===== config.mk =====
export PLATFORM = sky130hd
export DESIGN_NAME = spi_sample_receiver
export DESIGN_NICKNAME = d
export VERILOG_FILES = /design/src/rtl/spi_sample_receiver.sv
export SDC_FILE = /design/constraint.sdc
export NUM_CORES = 1
export LEC_CHECK = 0
export ABC_AREA = 0
export CAP_MARGIN = 20
export CELL_PAD_IN_SITES_DETAIL_PLACEMENT = 0
export CELL_PAD_IN_SITES_GLOBAL_PLACEMENT = 1
export CORE_MARGIN = 3
export CORE_UTILIZATION = 33
export DETAILED_ROUTE_END_ITERATION = 6
export GPL_TIMING_DRIVEN = 0
export PLACE_DENSITY_LB_ADDON = 0.1
export SLEW_MARGIN = 20
export SYNTH_ARGS = -nofsm -noshare
export SYNTH_HDL_FRONTEND = slang
export SYNTH_SLANG_ARGS = --single-unit

===== constraint.sdc =====
create_clock -name i_Clock -period 2.4 [get_ports i_Clock]
set_input_delay 0.24 -clock i_Clock [delete_from_list [all_inputs] [get_ports i_Clock]]
set_output_delay 0.24 -clock i_Clock [all_outputs]
set_load 0.1 [all_outputs]

===== src/rtl/spi_sample_receiver.sv =====
// spi_sample_receiver: SPI target receiver for 24-bit DAC frames (8-bit command, 16-bit code).
// A channel-A frame holds a left sample; the next channel-B frame presents the L/R pair.
// Optional build macro SPI_RX_TIMEOUT_EN bounds how long CS may stay low in a frame.
module spi_sample_receiver #(
    parameter logic [31:0] SAMPLE_OFFSET  = 32'h0002_1000,
    parameter logic [7:0]  RECV_CHANNEL_A = 8'b0011_0001,
    parameter logic [7:0]  RECV_CHANNEL_B = 8'b0011_0010,
    parameter logic [15:0] TIMEOUT_CYCLES = 16'd2048
) (
    input  logic        i_Clock,
    input  logic        i_Reset,
    input  logic        i_SPI_CS,
    input  logic        i_SPI_Clock,
    input  logic        i_SPI_Data,
    output logic [31:0] o_Sample_L,
    output logic [31:0] o_Sample_R,
    output logic        o_Sample_Valid,
    output logic        o_Frame_Error,
    output logic        o_Busy
);

    localparam int unsigned FRAME_BITS = 24;
    localparam int unsigned CNT_W      = 5;
    localparam int unsigned SAMPLE_W   = 32;
    localparam int unsigned CODE_W     = 16;
    localparam int unsigned CMD_W      = 8;
    localparam int unsigned TMO_W      = 16;

    localparam logic [CNT_W-1:0] CNT_MAX   = '1;
    localparam logic [CNT_W-1:0] FRAME_LEN = CNT_W'(FRAME_BITS);

    typedef enum logic [1:0] {
        sm_idle   = 2'd0,
        sm_shift  = 2'd1,
        sm_decode = 2'd2
    } state_t;

    state_t state_q, state_d;

    // Synchroniser stages and edge history
    logic cs_meta, cs_sync, cs_prev;
    logic sck_meta, sck_sync, sck_prev;
    logic dat_meta, dat_sync;
    logic cs_armed_q;

    logic cs_rise_c, cs_fall_c, sck_rise_c;

    // Datapath registers and their next values
    logic [FRAME_BITS-1:0] shift_q, shift_d;
    logic [CNT_W-1:0]      bit_cnt_q, bit_cnt_d;
    logic                  pending_q, pending_d;
    logic [SAMPLE_W-1:0]   held_l_q, held_l_d;
    logic [SAMPLE_W-1:0]   sample_l_d, sample_r_d;
    logic                  valid_d, error_d, busy_d;

    logic [CMD_W-1:0]      cmd_c;
    logic [CODE_W-1:0]     code_c;
    logic [SAMPLE_W-1:0]   recon_c;

`ifdef SPI_RX_TIMEOUT_EN
    logic [TMO_W-1:0] timeout_q, timeout_d;
`else
    // Timeout parameter has no function in this build
    logic [TMO_W-1:0] unused_timeout;
    assign unused_timeout = TIMEOUT_CYCLES;
`endif

    // Undo the DAC scaling (x4) and offset; wraps modulo 2^32
    function automatic logic [SAMPLE_W-1:0] reconstruct(input logic [CODE_W-1:0] code);
        return {14'h0000, code, 2'b00} - SAMPLE_OFFSET;
    endfunction

    assign cmd_c      = shift_q[FRAME_BITS-1 -: CMD_W];
    assign code_c     = shift_q[CODE_W-1:0];
    assign recon_c    = reconstruct(code_c);

    // Reset clears the history to 0, so a frame already under way never shows a CS falling edge
    assign cs_rise_c  = cs_sync & ~cs_prev;
    assign cs_fall_c  = ~cs_sync & cs_prev;
    assign sck_rise_c = sck_sync & ~sck_prev;

    // Two-flop synchronisers plus one stage of history for edge detection
    always_ff @(posedge i_Clock) begin
        if (i_Reset) begin
            cs_meta    <= 1'b0;
            cs_sync    <= 1'b0;
            cs_prev    <= 1'b0;
            sck_meta   <= 1'b0;
            sck_sync   <= 1'b0;
            sck_prev   <= 1'b0;
            dat_meta   <= 1'b0;
            dat_sync   <= 1'b0;
            cs_armed_q <= 1'b0;
        end else begin
            cs_meta    <= i_SPI_CS;
            cs_sync    <= cs_meta;
            cs_prev    <= cs_sync;
            sck_meta   <= i_SPI_Clock;
            sck_sync   <= sck_meta;
            sck_prev   <= sck_sync;
            dat_meta   <= i_SPI_Data;
            dat_sync   <= dat_meta;
            if (cs_sync) begin
                cs_armed_q <= 1'b1;
            end
        end
    end

    // State and datapath registers
    always_ff @(posedge i_Clock) begin
        if (i_Reset) begin
            state_q        <= sm_idle;
            shift_q        <= '0;
            bit_cnt_q      <= '0;
            pending_q      <= 1'b0;
            held_l_q       <= '0;
            o_Sample_L     <= '0;
            o_Sample_R     <= '0;
            o_Sample_Valid <= 1'b0;
            o_Frame_Error  <= 1'b0;
            o_Busy         <= 1'b0;
`ifdef SPI_RX_TIMEOUT_EN
            timeout_q      <= '0;
`endif
        end else begin
            state_q        <= state_d;
            shift_q        <= shift_d;
            bit_cnt_q      <= bit_cnt_d;
            pending_q      <= pending_d;
            held_l_q       <= held_l_d;
            o_Sample_L     <= sample_l_d;
            o_Sample_R     <= sample_r_d;
            o_Sample_Valid <= valid_d;
            o_Frame_Error  <= error_d;
            o_Busy         <= busy_d;
`ifdef SPI_RX_TIMEOUT_EN
            timeout_q      <= timeout_d;
`endif
        end
    end

    // Next-state, frame capture and decode
    always_comb begin
        state_d    = state_q;
        shift_d    = shift_q;
        bit_cnt_d  = bit_cnt_q;
        pending_d  = pending_q;
        held_l_d   = held_l_q;
        sample_l_d = o_Sample_L;
        sample_r_d = o_Sample_R;
        valid_d    = 1'b0;
        error_d    = 1'b0;
        busy_d     = cs_armed_q & ~cs_sync;
`ifdef SPI_RX_TIMEOUT_EN
        timeout_d  = timeout_q;
`endif

        unique case (state_q)
            sm_idle: begin
                if (cs_fall_c) begin
                    shift_d   = '0;
                    bit_cnt_d = '0;
`ifdef SPI_RX_TIMEOUT_EN
                    timeout_d = '0;
`endif
                    state_d   = sm_shift;
                end
            end

            sm_shift: begin
                // CS rising wins over a coincident SCK edge
                if (cs_rise_c) begin
                    state_d = sm_decode;
`ifdef SPI_RX_TIMEOUT_EN
                end else if (timeout_q == TIMEOUT_CYCLES) begin
                    // Back to idle; only a fresh CS falling edge can re-arm
                    error_d   = 1'b1;
                    pending_d = 1'b0;
                    state_d   = sm_idle;
`endif
                end else begin
`ifdef SPI_RX_TIMEOUT_EN
                    timeout_d = timeout_q + TMO_W'(1);
`endif
                    if (sck_rise_c && !cs_sync) begin
                        shift_d = {shift_q[FRAME_BITS-2:0], dat_sync};
                        if (bit_cnt_q != CNT_MAX) begin
                            bit_cnt_d = bit_cnt_q + CNT_W'(1);
                        end
                    end
                end
            end

            sm_decode: begin
                state_d = sm_idle;
                if (bit_cnt_q != FRAME_LEN) begin
                    error_d = 1'b1;
                end else if (cmd_c == RECV_CHANNEL_A) begin
                    held_l_d  = recon_c;
                    pending_d = 1'b1;
                end else if (cmd_c == RECV_CHANNEL_B && pending_q) begin
                    sample_l_d = held_l_q;
                    sample_r_d = recon_c;
                    valid_d    = 1'b1;
                    pending_d  = 1'b0;
                end else begin
                    error_d = 1'b1;
                end
            end

            default: begin
                state_d = sm_idle;
            end
        endcase
    end

endmodule


==> results_tabular.tex <==
\begin{tabular}{lr}
\hline
Metric & Value \\
\hline
\multicolumn{2}{l}{\textbf{Die}} \\
Width of the die & 112.3 um \\
Effective utilization at floorplan & 0.3412 \\
Die Outline Area & 12620 sq um \\
Core Region & 10940 sq um \\
Die Ht & 112.3 um \\
Count of standard-cell rows & 38 \\
I/O pin count & 72 \\
\multicolumn{2}{l}{\textbf{Layout}} \\
Non-Filler Instances & 636 \\
Post-Route Utilization & 0.4428 \\
Most common library cell in the layout ignoring fill and taps & dfxtp\_1 \\
Number of diodes added for antenna fixing & 0 \\
Most frequent cells in the layout & dfxtp\_1, nand2\_1, nor2\_1 \\
Area grow syn2layout & 29.78\% \\
Total non-filler cell area in the finished layout & 4842 sq um \\
Fraction of final layout cells sized beyond drive strength 1 & 0.1230 \\
Final Net Count & 500 \\
\multicolumn{2}{l}{\textbf{Placement}} \\
Global placement routability congestion & 0.7084 \\
Total instance count after detailed placement & 620 \\
Number of I/O port buffers & 66 \\
Instance area at placement & 4578 sq um \\
DP Wirelength & 6051 um \\
Place WS & 0.1952 ns \\
\multicolumn{2}{l}{\textbf{Timing}} \\
Transition at the pin with the smallest max-transition slack & 0.9823 ns \\
Max Clk Rate & 451.5 MHz \\
RSZ-0062 raised after global routing & false \\
Count of final hold-check violations & 0 \\
Least setup slack across all paths after layout & 0.1851 ns \\
Fin crit period & 2.215 ns \\
Final setup violation count & 0 \\
Worst slew margin relative to its limit & 0.3431 \\
Share of the clock period used by the worst path after layout & 0.9229 \\
Post-Route Setup TNS & 0 ns \\
Final clock skew & 0.01147 ns \\
Final Max Slew Viols & 0 \\
\multicolumn{2}{l}{\textbf{Global routing}} \\
Via count of the first global-routing pass & 2763 \\
Number of antenna violations at the first check in global routing & 0 \\
Maximum number of pins on one net before global-route repair & 16 \\
Global-route usage over all layers & 0.1402 \\
Final global-route overflow total & 0 \\
Wire length of the first global-routing pass & 14090 um \\
\multicolumn{2}{l}{\textbf{Min path}} \\
Hold Path Stages & 2 \\
Class of the worst hold path & in2reg \\
\multicolumn{2}{l}{\textbf{Worst setup path}} \\
Endpoint arrival time on the critical path & 1.97 ns \\
Crit Path Max Fanout & 15 \\
Required time at the endpoint of the critical path & 2.16 ns \\
Path type of the worst setup path & reg2out \\
Nature of the critical path endpoint & primary output \\
Startpoint kind of the worst setup timing path & flip-flop \\
Depth of the most critical reg-to-reg path & 6 \\
\multicolumn{2}{l}{\textbf{Yosys}} \\
Post-Syn Instances & 411 \\
Fraction of synthesized cell area in xor and xnor cells & 0.01408 \\
Synth Area in Simple Gates & 0.1955 \\
Register area share after synthesis & 0.5097 \\
Number of warnings printed during yosys synthesis & 0 \\
Main combinational cell family by area after synthesis & simple AND/OR/NAND/NOR gates \\
Register bit count reported by yosys & 95 \\
Adder and majority gate portion of the synthesized area & 0.01610 \\
Multiplexer fraction of the synthesized cell area & 0.04561 \\
Post-synthesis cell type count & 39 \\
Post-synthesis compound-gate area fraction & 0.1190 \\
Post-Syn Area per Cell & 9.078 sq um \\
Synth Cell Area & 3731 sq um \\
\multicolumn{2}{l}{\textbf{Pwr}} \\
Maximum ir drop on the vdd rail & 0.3111 mV \\
Leakage & 0.001979 uW \\
Pwr/cell area & 644.7 nW/um\^{}2 \\
\multicolumn{2}{l}{\textbf{CTS}} \\
Insertion delay of the later-clocked pin in the worst-skew pair & 0.34 ns \\
Root cell of the clock tree & clkbuf\_16 \\
Clock slew seen by the registers of the worst setup and hold paths & 0.06 ns \\
Number of clock sinks & 95 \\
H-Tree Level Count & 3 \\
Maximum number of buffers from clock root to sink & 2 \\
Clock buffers created by TritonCTS & 9 \\
CTS tree & done \\
\multicolumn{2}{l}{\textbf{Detailed routing}} \\
Routed Wire Length & 8408 um \\
DR DRC count & 0 \\
Avg Vias per Cell & 4.627 \\
First drt pass iteration count & 4 \\
Drt wl/cell & 13.22 um \\
Number of DRC markers in iteration 0 & 102 \\
Post-detailed-route count of antenna-violating nets & 0 \\
Via count & 2943 \\
\multicolumn{2}{l}{\textbf{Status}} \\
Outcome & finished, final reports clean \\
\multicolumn{2}{l}{\textbf{Job}} \\
Number of max-capacitance violations reported & 0 \\
\hline
\end{tabular}
==> cell type report <==
type                            instances  area (sq um)
Buffer                                 54         339.1
Multi-Input combinational cell        257          1471
Sequential cell                        95          1902
Timing Repair Buffer                   66         625.6
Clock inverter                          5         56.30
Fill cell                            1117          6093
Tap cell                              140         175.2
Clock buffer                           11         242.7
Inverter                                8         30.03
==> kinds of logic after synthesis <==
group,after synthesis
fa+ha+maj,5
mux,17
xor+xnor,6
flops,95
simple gates,156
buf+inv,62
other cells,1
compound gates,69
==> layer usage <==
metal | vias to the layer above | wire [um] | part of all wire | track usage
met5 | - | 0 | 0 | 0
met4 | 0 | 136 | 0.016 | 0.05288
met1 | 1361 | 4032 | 0.48 | 0.1822
met3 | 14 | 384 | 0.046 | 0.03558
met2 | 58 | 3855 | 0.46 | 0.2253
li1 | 1510 | - | - | -
==> metrics by stage <==
stage | power, uW | hold WS [ns]
after global routing | 3250 | 0.3550
after floorplan | 1698 | 0.3682
final | 3122 | 0.3054
after detailed placement | 1723 | 0.4264
after global placement | 1722 | 0.4216
after CTS | 3158 | 0.3210
==> cell usage after synthesis, drive strengths merged <==
master,number,area share
inv,8,0.0080
nor3b,3,0.0060
or2,1,0.0017
nand2,67,0.067
nand4b,1,0.0023
o31a,1,0.0023
nand2b,3,0.0050
nor2b,8,0.013
dfxtp,95,0.51
and3,1,0.0017
xnor2,3,0.0070
or4bb,2,0.0060
o21bai,1,0.0020
mux2i,17,0.046
buf,39,0.076
and3b,1,0.0023
clkbuf,15,0.015
a21oi,36,0.048
a22oi,24,0.048
o41ai,2,0.0087
nand3b,4,0.0080
xor2,3,0.0070
or3,1,0.0017
a311oi,2,0.0047
conb,1,0.0010
nand3,2,0.0027
maj3,1,0.0027
o21ai,2,0.0027
or4b,1,0.0037
nor4,7,0.015
ha,4,0.013
nor3,3,0.0040
a21o,1,0.0020
or4,2,0.0050
nor2,49,0.049
==> flip-flops by register name (all words and copies together), names as in the netlist <==
register and count:
o_Sample_L 17, sck_prev 1, cs_armed_q 1, sck_sync 1, o_Sample_Valid 1, sck_meta 1, o_Busy 1, held_l_q 17
cs_sync 1, cs_prev 1, o_Frame_Error 1, dat_sync 1, shift_q 24, o_Sample_R 17, state_q 2, cs_meta 1
pending_q 1, dat_meta 1, bit_cnt_q 5
==> timing repair <==
action	CTS	global route
endpoints found under the hold margin	0	0
hold buffers	0	0
endpoints found under the setup margin	28	0
gates resized for setup	28	0
buffers inserted	0	0
==> report_power, final <==
group,switching [uW],internal [uW]
registers,5.00,1590
logic,72.5,22.3
clock network,600,836
total,678,2440
==> worst paths after layout <==
| kind | from | to | slack [ns] |
|---|---|---|---|
| max | o_Sample_R[30] | o_Sample_R[30] | 0.19 |
| min | i_Reset | sck_meta | 0.31 |
| max reg2reg | shift_q[23] | o_Sample_R[17] | 0.26 |
| min reg2reg | cs_meta | cs_sync | 0.44 |
==> worst max-delay path, stage by stage, from the launching register on <==
cell and delay [ns]:
dfxtp_1 0.60, buf_4 0.18, dlygate4sd2_1 0.85
(Power assumes the default switching activity.)
